===== src/rtl/seg7_scan_driver_if.sv =====
// Load/data/display bundle between the BCD stage and the two-digit scan driver.
interface seg7_scan_driver_if;
  logic       load;
  logic [3:0] tens;
  logic [3:0] ones;
  logic       blank_lz;
  logic [6:0] seg;
  logic [1:0] digit_sel;
  logic       frame_done;

  modport master (output load, tens, ones, blank_lz,
                  input  seg, digit_sel, frame_done);
  modport slave  (input  load, tens, ones, blank_lz,
                  output seg, digit_sel, frame_done);
endinterface


===== src/rtl/seg7_scan_driver.sv =====
// Two-digit multiplexed 7-segment driver: show ones, gap, show tens, gap.
// All outputs are registered from the next state so they move with it.
module seg7_scan_driver #(
  parameter int SCAN_DIV  = 50000,
  parameter int BLANK_CYC = 16
) (
  input  logic               clk,
  input  logic               rst_n,
  seg7_scan_driver_if.slave  bus
);
  localparam int CW = $clog2(SCAN_DIV > BLANK_CYC ? SCAN_DIV : BLANK_CYC);
  localparam logic [CW-1:0] SHOW_LAST = CW'(SCAN_DIV - 1);
  localparam logic [CW-1:0] GAP_LAST  = CW'(BLANK_CYC - 1);

  localparam logic [1:0] SHOW_O = 2'd0;
  localparam logic [1:0] GAP_O  = 2'd1;
  localparam logic [1:0] SHOW_T = 2'd2;
  localparam logic [1:0] GAP_T  = 2'd3;

  logic [1:0]    state_q, state_d;
  logic [CW-1:0] cnt_q, cnt_d;
  logic [3:0]    tens_q, tens_d, ones_q, ones_d;
  logic [6:0]    seg_q, seg_d;
  logic [1:0]    sel_q, sel_d;
  logic          fd_q, fd_d;

  function automatic logic [6:0] decode(input logic [3:0] v);
    case (v)
      4'd0:    decode = 7'h3F;
      4'd1:    decode = 7'h06;
      4'd2:    decode = 7'h5B;
      4'd3:    decode = 7'h4F;
      4'd4:    decode = 7'h66;
      4'd5:    decode = 7'h6D;
      4'd6:    decode = 7'h7D;
      4'd7:    decode = 7'h07;
      4'd8:    decode = 7'h7F;
      4'd9:    decode = 7'h6F;
      default: decode = 7'h40;
    endcase
  endfunction

  always_comb begin
    state_d = state_q;
    cnt_d   = cnt_q + 1'b1;
    case (state_q)
      SHOW_O:  if (cnt_q == SHOW_LAST) state_d = GAP_O;
      GAP_O:   if (cnt_q == GAP_LAST)  state_d = SHOW_T;
      SHOW_T:  if (cnt_q == SHOW_LAST) state_d = GAP_T;
      GAP_T:   if (cnt_q == GAP_LAST)  state_d = SHOW_O;
      default: state_d = GAP_T;
    endcase
    if (state_d != state_q) cnt_d = '0;

    tens_d = bus.load ? bus.tens : tens_q;
    ones_d = bus.load ? bus.ones : ones_q;

    // Display uses the registered digits, so a load shows up one edge later.
    seg_d = 7'h00;
    sel_d = 2'b00;
    case (state_d)
      SHOW_O: begin
        sel_d = 2'b01;
        seg_d = decode(ones_q);
      end
      SHOW_T: if (!(bus.blank_lz && tens_q == 4'd0)) begin
        sel_d = 2'b10;
        seg_d = decode(tens_q);
      end
      default: ;
    endcase
    fd_d = (state_q == GAP_T) && (state_d == SHOW_O);
  end

  always_ff @(posedge clk or negedge rst_n) begin
    if (!rst_n) begin
      state_q <= GAP_T;
      cnt_q   <= '0;
      tens_q  <= 4'd0;
      ones_q  <= 4'd0;
      seg_q   <= 7'h00;
      sel_q   <= 2'b00;
      fd_q    <= 1'b0;
    end else begin
      state_q <= state_d;
      cnt_q   <= cnt_d;
      tens_q  <= tens_d;
      ones_q  <= ones_d;
      seg_q   <= seg_d;
      sel_q   <= sel_d;
      fd_q    <= fd_d;
    end
  end

  assign bus.seg        = seg_q;
  assign bus.digit_sel  = sel_q;
  assign bus.frame_done = fd_q;
endmodule

===== src/flat_wrapper.sv =====
// flat-port wrapper written by rule: the top's interface ports become plain ports
module seg7_scan_driver_flat 
#(
  parameter int SCAN_DIV  = 50000,
  parameter int BLANK_CYC = 16
)
  (clk, rst_n, bus_load, bus_tens, bus_ones, bus_blank_lz, bus_seg, bus_digit_sel, bus_frame_done);
  seg7_scan_driver_if bus_i ();
  input  logic clk;
  input  logic rst_n;
  input wire logic [$bits(bus_i.load)-1:0] bus_load;
  input wire logic [$bits(bus_i.tens)-1:0] bus_tens;
  input wire logic [$bits(bus_i.ones)-1:0] bus_ones;
  input wire logic [$bits(bus_i.blank_lz)-1:0] bus_blank_lz;
  output wire logic [$bits(bus_i.seg)-1:0] bus_seg;
  output wire logic [$bits(bus_i.digit_sel)-1:0] bus_digit_sel;
  output wire logic [$bits(bus_i.frame_done)-1:0] bus_frame_done;
  assign bus_i.load = bus_load;
  assign bus_i.tens = bus_tens;
  assign bus_i.ones = bus_ones;
  assign bus_i.blank_lz = bus_blank_lz;
  assign bus_seg = bus_i.seg;
  assign bus_digit_sel = bus_i.digit_sel;
  assign bus_frame_done = bus_i.frame_done;
  seg7_scan_driver #(.SCAN_DIV(SCAN_DIV), .BLANK_CYC(BLANK_CYC)) u_core (.clk(clk), .rst_n(rst_n), .bus(bus_i));
endmodule

===== config.mk =====
export PLATFORM = sky130hd
export DESIGN_NAME = seg7_scan_driver_flat
export DESIGN_NICKNAME = d
export VERILOG_FILES = /design/src/rtl/seg7_scan_driver_if.sv /design/src/rtl/seg7_scan_driver.sv /design/src/flat_wrapper.sv
export SDC_FILE = /design/constraint.sdc
export NUM_CORES = 1
export LEC_CHECK = 0
export BUFFER_PORTS_ARGS = -buffer_cell sky130_fd_sc_hd__buf_2
export CAP_MARGIN = 30
export CORE_ASPECT_RATIO = 1.2
export CORE_UTILIZATION = 58
export DETAILED_ROUTE_END_ITERATION = 10
export PLACE_DENSITY_LB_ADDON = 0.25
export SLEW_MARGIN = 20
export SYNTH_ARGS = -nofsm -noshare
export SYNTH_HDL_FRONTEND = slang
export SYNTH_SLANG_ARGS = --single-unit

===== constraint.sdc =====
create_clock -name clk -period 2.2 [get_ports clk]
set_input_delay 0.44 -clock clk [delete_from_list [all_inputs] [get_ports clk]]
set_output_delay 0.44 -clock clk [all_outputs]
set_load 0.03 [all_outputs]

Word level (Yosys, flattened, before mapping) --
Memory sizes are Yosys's and may differ from the RTL's. Index checks and enable logic that the tools add are counted.
Cells by class: reduce and logical (&&, ||, !) cells 5, add/sub/neg operators 1, equality and inequality tests 7, mux-type cells 10
Operator list (number):
- $add 16x1->16 const B | 1
- $eq 16x16->1 const B | 1
- $eq 16x4->1 const B | 1
- $mux 16 | 1
- $pmux 7 s2 | 1
- $mux 2 | 5
- $pmux 2 s4 | 1
- $mux 7 | 1
- $eq 2x2->1 const B | 3
- $logic_not 2->1 | 2
- $logic_not 4->1 | 1
- $pmux 2 s2 | 1
- $eq 2x1->1 const B | 1
- $logic_and 1x1->1 | 2
- $ne 2x2->1 | 1
Storage, ports and cells: memories 2, register bits after elaboration 36, word-level logic and storage cells 32, ROM bits 224, input bits 12, output and inout bits 10
Memory list:
- (no name shown) | depth 16, width 7, rd ports 1, clocked after memory_dff 0, wr ports 0, RTL line seg7_scan_driver.sv:28 | case (v)
- (no name shown) | depth 16, width 7, rd ports 1, clocked after memory_dff 0, wr ports 0, RTL line seg7_scan_driver.sv:28

Logic depth before layout (Yosys ltp) --
Gate-level depths: netlist of the first run.
word-level depth 5, gate-level depth with buffers 7, mapped depth without buffers 7

Worst setup path before layout of the first run --
OpenSTA, ideal clock, no wires.
kind register -> register, from register u_core.cnt_q[0], to register u_core.seg_q[5] (netlist: u_core.bus.seg[5]), buffers on the path 1, cell stages (with the launch flop) 8, setup slack 0.437 ns, period minus slack after synthesis 1.763 ns, required time 2.113 ns, library setup time 0.087 ns, arrival time 1.676 ns, path through dfrtp_1 ha_1 and3_1 buf_2 and3_2 a21oi_2 nor3_1 a211oi_2
Between the ends: longest elaborated chain between the ends 5, elaborated cells between the ends (all ways) 10, classes of those cells eq/ne (3); mux (6); reduce/logical (1)
RTL lines:
- start, declared | RTL line seg7_scan_driver.sv:21 | logic [CW-1:0] cnt_q, cnt_d;
- start signal, assigned | RTL line seg7_scan_driver.sv:86 | cnt_q <= cnt_d;
- $eq 16x4->1 or $eq 16x16->1 (tied branches)
- $mux 2, on equally long branches
- $pmux 2 s4 (*) | RTL line seg7_scan_driver.sv:46 | case (state_q)
- $eq 2x2->1 or $logic_not 2->1 (tied branches) | RTL line seg7_scan_driver.sv:61 | case (state_d)
- $pmux 7 s2 (*) | RTL line seg7_scan_driver.sv:61
- via u_core.seg_d[5] | RTL line seg7_scan_driver.sv:23 | logic [6:0] seg_q, seg_d;
- end signal, assigned | RTL line seg7_scan_driver.sv:89 | seg_q <= seg_d;
- end, declared | RTL line seg7_scan_driver.sv:23
Mark *: on every way through the listed nets, which the timed path passes. The rest lies on a longest branch. A chain may end at the register's enable or synchronous reset.

Worst setup path in the final report of the first run --
Same ends and word-level chain as after synthesis.

==> results of run 1 <==
[flip-flops by register name, summed over array words and instances (netlist names)]
signal	flops
u_core.bus.digit_sel	2
u_core.bus.frame_done	1
u_core.bus.seg	7
u_core.cnt_q	16
u_core.ones_q	4
u_core.state_q	2
u_core.tens_q	4
[critical path: cells and delay by family, from the launching register on]
kind | cells | cell delay [ns]
compound gates | 2 | 0.49
fa+ha+maj | 1 | 0.23
flops | 1 | 0.41
simple gates | 3 | 0.65
[cells in the mapped netlist (all sizes together)]
cell type  number  area, um2
a2111oi         1       27.5
a211oi          3       32.5
a21o            1       7.51
a21oi          10       57.6
a2bb2oi         1       8.76
a31oi           3       18.8
and3            3       20.0
and3b           2       18.8
buf             1       5.00
clkbuf          4       15.0
dfrtp          34        851
dfstp           2       52.6
ha             13        163
inv             9       33.8
mux2            3       33.8
nand2          14       55.1
nand2b          2       12.5
nand3          15       92.6
nand3b          3       26.3
nand4           1       6.26
nand4b          2       17.5
nor2           22       95.1
nor2b           6       37.5
nor3            5       36.3
nor3b           1       12.5
nor4            4       61.3
o211ai          3       22.5
o21a            1       7.51
o21ai          11       66.3
o21bai          1       7.51
o221ai          1       8.76
o22ai           4       25.0
or2             1       6.26
xnor2           7       61.3
xor2            7       61.3
[logic make-up (layout without fill, tap and decap cells)]
group                      after synthesis  count (layout)  share of synthesized area (%)
AOI/OAI and AO/OA                       40              40                           14.1
adders and majority gates               13              13                           7.88
buffers and inverters                   14              38                           2.61
muxes                                    3               3                           1.64
xor gates and xnor gates                14              14                           5.94
DFF                                     36              36                           43.8
and+or+nand+nor                         81              81                           24.1
[worst min path at each step]
| stage | slack, ns | cells after the start | from | endpoint |
|---|---|---|---|---|
| 3_5_place_dp | 0.49 | 1 | u_core.cnt_q[10] | u_core.cnt_q[10] |
| 3_3_place_gp | 0.47 | 1 | u_core.cnt_q[0] | u_core.cnt_q[0] |
| 2_1_floorplan | 0.14 | 0 | rst_n | u_core.bus.digit_sel[0] |
| 5_1_grt | 0.30 | 1 | rst_n | u_core.cnt_q[4] |
| 6_report | 0.22 | 1 | rst_n | u_core.cnt_q[12] |
| 4_1_cts | 0.25 | 1 | rst_n | u_core.cnt_q[7] |
[layout make-up]
| type | count | share of cell area (%) |
|---|---|---|
| Clock buffer | 7 | 3.35 |
| Timing Repair Buffer | 21 | 4.62 |
| Multi-Input combinational cell | 151 | 48.6 |
| Clock inverter | 1 | 0.220 |
| Inverter | 9 | 1.48 |
| Tap cell | 37 | 2.03 |
| Sequential cell | 36 | 39.7 |
[where the power goes]
part / switching (mW) / total (mW) / internal [mW]
logic: 0.143 / 0.232 / 0.0891
clock network: 0.220 / 0.441 / 0.222
registers: 0.0348 / 0.730 / 0.695
[per-layer routing]
| layer | share of wire [%] | track usage (%) | up-vias |
|---|---|---|---|
| met4 | 2.8 | 12.2 | 0 |
| met1 | 46 | 32.6 | 743 |
| li1 | - | - | 753 |
| met5 | 0 | 0 | - |
| met2 | 48 | 38.7 | 39 |
| met3 | 3.5 | 5.94 | 13 |
==> impl_results.md, run 1 <==
* Hold Crit Class: primary input to asynchronous set/reset pin
* Initial core utilization at ~60%
* Total CTS buffers at 5
* Hold WS at 0.221 ns
* Die Area at 3800 um2
* Number of iterations in the first detailed-routing pass at 4
* Worst vdd ir at ~0.00067 V
* Setup WS post-layout at roughly 0.33 ns
* Setup violators final at 0
* Max stage delay on crit path at 0.41 ns
* Critical path fanouts, max at 5
* Storage cell area at 903 um2
* Fin area at 2280 um2
* Critical path data arrival time at 2.07 ns
* Global placement routability congestion at around 0.94
* Number of synthesis warnings at 0
* Max-cap violation count at 0
* Worst-path clk slew at 0.07 ns
* Nets at 249
* Ports at 22
* Final Util at 67.6%
* Fillers at 255
* Power per Cell Area at about 620 nW/um2
* Syn Inst Count at about 200
* Netlist cell types at 49
* Tmin final at 1.87 ns
* Postcts setup bufs at 0
* PostCTS Resize Cnt at 0
* N_diodes at 0
* Slowest cell on the critical path: dfrtp_1
* Worst setup path start: u_core.cnt_q[0]
* Most common cell after layout, fill and taps aside: dfrtp_1
* Hold Vio Cnt, Final at 0
* Multi-input combinational cell area at 1110 um2
* First-pass GRT wire length at a little over 7000 um
* Clk sinks at 36
* R2r startpoint: u_core.cnt_q[0]
* Worst-Skew Late Latency at 0.29 ns
* Place WS at 0.353 ns
* Placement Cell Area at 2200 um2
* Clock skew at 0.00373 ns
* Antenna violation net count after detailed routing at 0
* Inst Count DP at 254
* R2R cell count at 6
* Site row count at 23
* Relative slew slack at 48.8%
* Area grow syn2layout at 10.3%
* Port bufs at 21
* H-tree depth at 2
* FMAX at between 500 and 600 MHz
* Cts hold-fix bufs at 0
* Crit path to: u_core.bus.seg[5]
* Die Height at roughly 67 um
* DRT iter0 DRCs at slightly above 60
* R2R Path End: u_core.bus.seg[5]
* Worst EP required at approximately 2.4 ns
* Hpwl dp at 2990 um
* Core outline area at 3370 um2
* Max Slew Vio Count at 0
* Share of cells above drive strength 1 at a little under a quarter
* Grt ovf at 0
* Type of the worst setup path: register to register
* Clock Tree Buf Depth at 2
* Crit end category: register
* Gr usage total at 24.8%
* Synth Cell Area at a little over 2000 um2
* CP Cell Sequence: ha_1 -> and3_1 -> and3_2 -> a21oi_2 -> nor3_1 -> a211oi_2
* Layout Cells excl Fill at 262
* Final Power at 1.40 mW
* Largest net degree at the start of global routing at 37
* RSZ-0062 raised after global routing: false
* Aggregate negative setup slack at 0 ns
* Final period utilization at 85.1%
* Via count at 1548
* Mean routed wirelength per cell at 15.3 um
* Total Routed Length at 4010 um
* Tightest Pin Transition at 0.768 ns
* Residual DRC at 0
* Root Buffer: clkbuf_8
* CTS tree: done
* Vias/cell at 5.91
* R2r setup slk at roughly 0.33 ns
* Syn_nets at 226
* Post-synthesis sequential area ratio at 43.8%
* Status: finished clean
* Die width at 56.5 um
* Most frequent cells in the layout: 34 x dfrtp_1, 21 x buf_2, 19 x nor2_1
* Vias in the first global route at between 1500 and 2000
* Syn_area_per_cell at 10.3 um2
* Flops & latches, synth at 36
* Initial antenna violation count at 0
* Crit start category: register
* P_leak at 0.984 nW
No activity file was read; power rests on OpenSTA's default activity.
==> run 2, diff against run 1 <==
Settings changed: BUFFER_PORTS_ARGS -buffer_cell sky130_fd_sc_hd__buf_2 to -buffer_cell sky130_fd_sc_hd__buf_4.
==> run 2 against run 1 <==
Die area unchanged. Maximum frequency shrank 0.11%. Critical endpoint unchanged. Critical path depth stayed put. Setup slack worse by 0.0021 ns. Via count decreased by 2.6%. Clock power up 6.8%. Sequential cell count is the same. Largest power group unchanged. Critical path type unchanged.
==> impl_results.md, run 2 (synthesized netlist as in run 1, its figures left out) <==
* Clock group share of total power at 32.5%
* Relative slew slack at 69.2%
* Crit end category: register
* Worst-Skew Late Latency at 0.28 ns
* H-tree depth at 2
* Hold Vio Cnt, Final at 0
* P_sw at around 0.40 mW
* Die width at 56.5 um
* Gr usage total at 22.4%
* Site row count at 23
* Vias in the first global route at 1462
* Mean routed wirelength per cell at 14.5 um
* Area grow syn2layout at 13.4%
* FMAX at 533 MHz
* DRT iter0 DRCs at between 40 and 50
* Root Buffer: clkbuf_8
* Setup WS post-layout at 0.325 ns
* Fin area at 2340 um2
* Hold Crit Class: primary input to asynchronous set/reset pin
* Type of the worst setup path: register to register
* Switching power share of the total at 27.4%
* Internal power at 1.05 mW
* Final Power at 1.45 mW
* CTS tree: done
* Worst vdd ir at 0.000515 V
* Core outline area at between 3000 and 4000 um2
* Hpwl dp at 2840 um
* Max Slew Vio Count at 0
* Ports at 22
* Clock Tree Buf Depth at 2
* Number of iterations in the first detailed-routing pass at 4
* Residual DRC at 0
* CP delay by family, top: simple AND/OR/NAND/NOR gates
* CP Cell Sequence: ha_1 -> and3_1 -> and3_2 -> a21oi_2 -> nor3_1 -> a211oi_2
* Most frequent cells in the layout: 34 x dfrtp_1, 21 x buf_4, 19 x nor2_1
* Die Height at 67.4 um
* Worst-path clk slew at 0.07 ns
* Cts hold-fix bufs at 0
* Grt ovf at 0
* CP Buf/Inv Count at 0
* Tmin final at approximately 1.9 ns
* Largest Register: u_core.cnt_q
* Max-cap violation count at 0
* Aggregate negative setup slack at 0 ns
* R2R cell count at 6
* Vias/cell at 5.75
* First-pass GRT wire length at approximately 6600 um
* RSZ-0062 raised after global routing: false
* R2r startpoint: u_core.cnt_q[0]
* Nets at 249
* Final Util at a little over two thirds
* PostCTS Resize Cnt at 0
* Layout Cells excl Fill at 262
* Slowest cell on the critical path: dfrtp_1
* Status: finished clean
* Clk sinks at 36
* Share of cells above drive strength 1 at 24.0%
* R2R Path End: u_core.bus.seg[5]
* Tightest Pin Transition at around 0.46 ns
* Place WS at 0.358 ns
* Number of flip-flops in the largest register at 16
* Total CTS buffers at 5
* P_leak at 1.01 nW
* Crit start category: register
* Port bufs at 21
* N_diodes at 0
* R2r setup slk at 0.32 ns
* Final period utilization at between 80% and 90%
* Max stage delay on crit path at 0.41 ns
* Placement Cell Area at 2250 um2
* Gate power share at 17.1%
* Critical path fanouts, max at 5
* Inst Count DP at roughly 250
* Postcts setup bufs at 0
* Most common cell after layout, fill and taps aside: dfrtp_1
* Critical path data arrival time at between 2 and 2.5 ns
* Initial antenna violation count at 0
* Die Area at 3800 um2
* Antenna violation net count after detailed routing at 0
* Setup violators final at 0
* Initial core utilization at 61.3%
* Largest net degree at the start of global routing at 37
* Global placement routability congestion at 0.919
* Hold WS at 0.104 ns
* Via count at 1507
* Sequential cell fraction of total power at between 50% and 60%
* Power per Cell Area at 618 nW/um2
* Worst EP required at about 2.4 ns
* Total Routed Length at 3790 um
* Clock skew at 0.00230 ns
## run 2: cell count changes in the layout (fill, tap and decap cells not counted)
cell,delta
clkinv_2,+1
buf_4,+21
clkbuf_8,+1
buf_2,-21
clkbuf_1,-2
## run 2: metal layers
layer / GRT usage, % / up-vias / wire length [um]
met1: 29.8 / 714 / 1690
met2: 36.6 / 36 / 1880
li1: - / 751 / -
met4: 9.15 / 0 / 63
met5: 0 / - / 0
met3: 3.83 / 6 / 150
## run 2: worst reg2reg max path: stages (launching register included)
cell and delay [ns]:
dfrtp_1 0.41, ha_1 0.23, and3_1 0.27, and3_2 0.27
a21oi_2 0.28, nor3_1 0.13, a211oi_2 0.21
## run 2: worst max path at each step
stage | startpoint | endpoint | slack (ns) | cells after the start
2_1_floorplan | u_core.cnt_q[0] | u_core.bus.seg[5] | 0.44 | 7
4_1_cts | u_core.cnt_q[0] | u_core.bus.seg[5] | 0.33 | 6
3_5_place_dp | u_core.cnt_q[0] | u_core.bus.seg[5] | 0.36 | 6
6_report | u_core.cnt_q[0] | u_core.bus.seg[5] | 0.32 | 6
3_3_place_gp | u_core.cnt_q[0] | u_core.bus.seg[5] | 0.42 | 6
5_1_grt | u_core.cnt_q[0] | u_core.bus.digit_sel[1] | 0.20 | 6
## run 2: power groups by stage
stage / Sequential [mW] / Combinational, mW / Clock, mW
after floorplan: 0.766 / 0.131 / 0
after global placement: 0.740 / 0.239 / 0
after detailed placement: 0.742 / 0.247 / 0
after CTS: 0.729 / 0.249 / 0.484
after global routing: 0.733 / 0.277 / 0.512
final: 0.729 / 0.247 / 0.471
## run 2: layout make-up
cell class | instances | area (um2)
Timing Repair Buffer | 21 | 158
Clock buffer | 6 | 82.6
Fill cell | 256 | 1030
Inverter | 9 | 33.8
Sequential cell | 36 | 903
Clock inverter | 2 | 10.0
Tap cell | 37 | 46.3
Multi-Input combinational cell | 151 | 1110
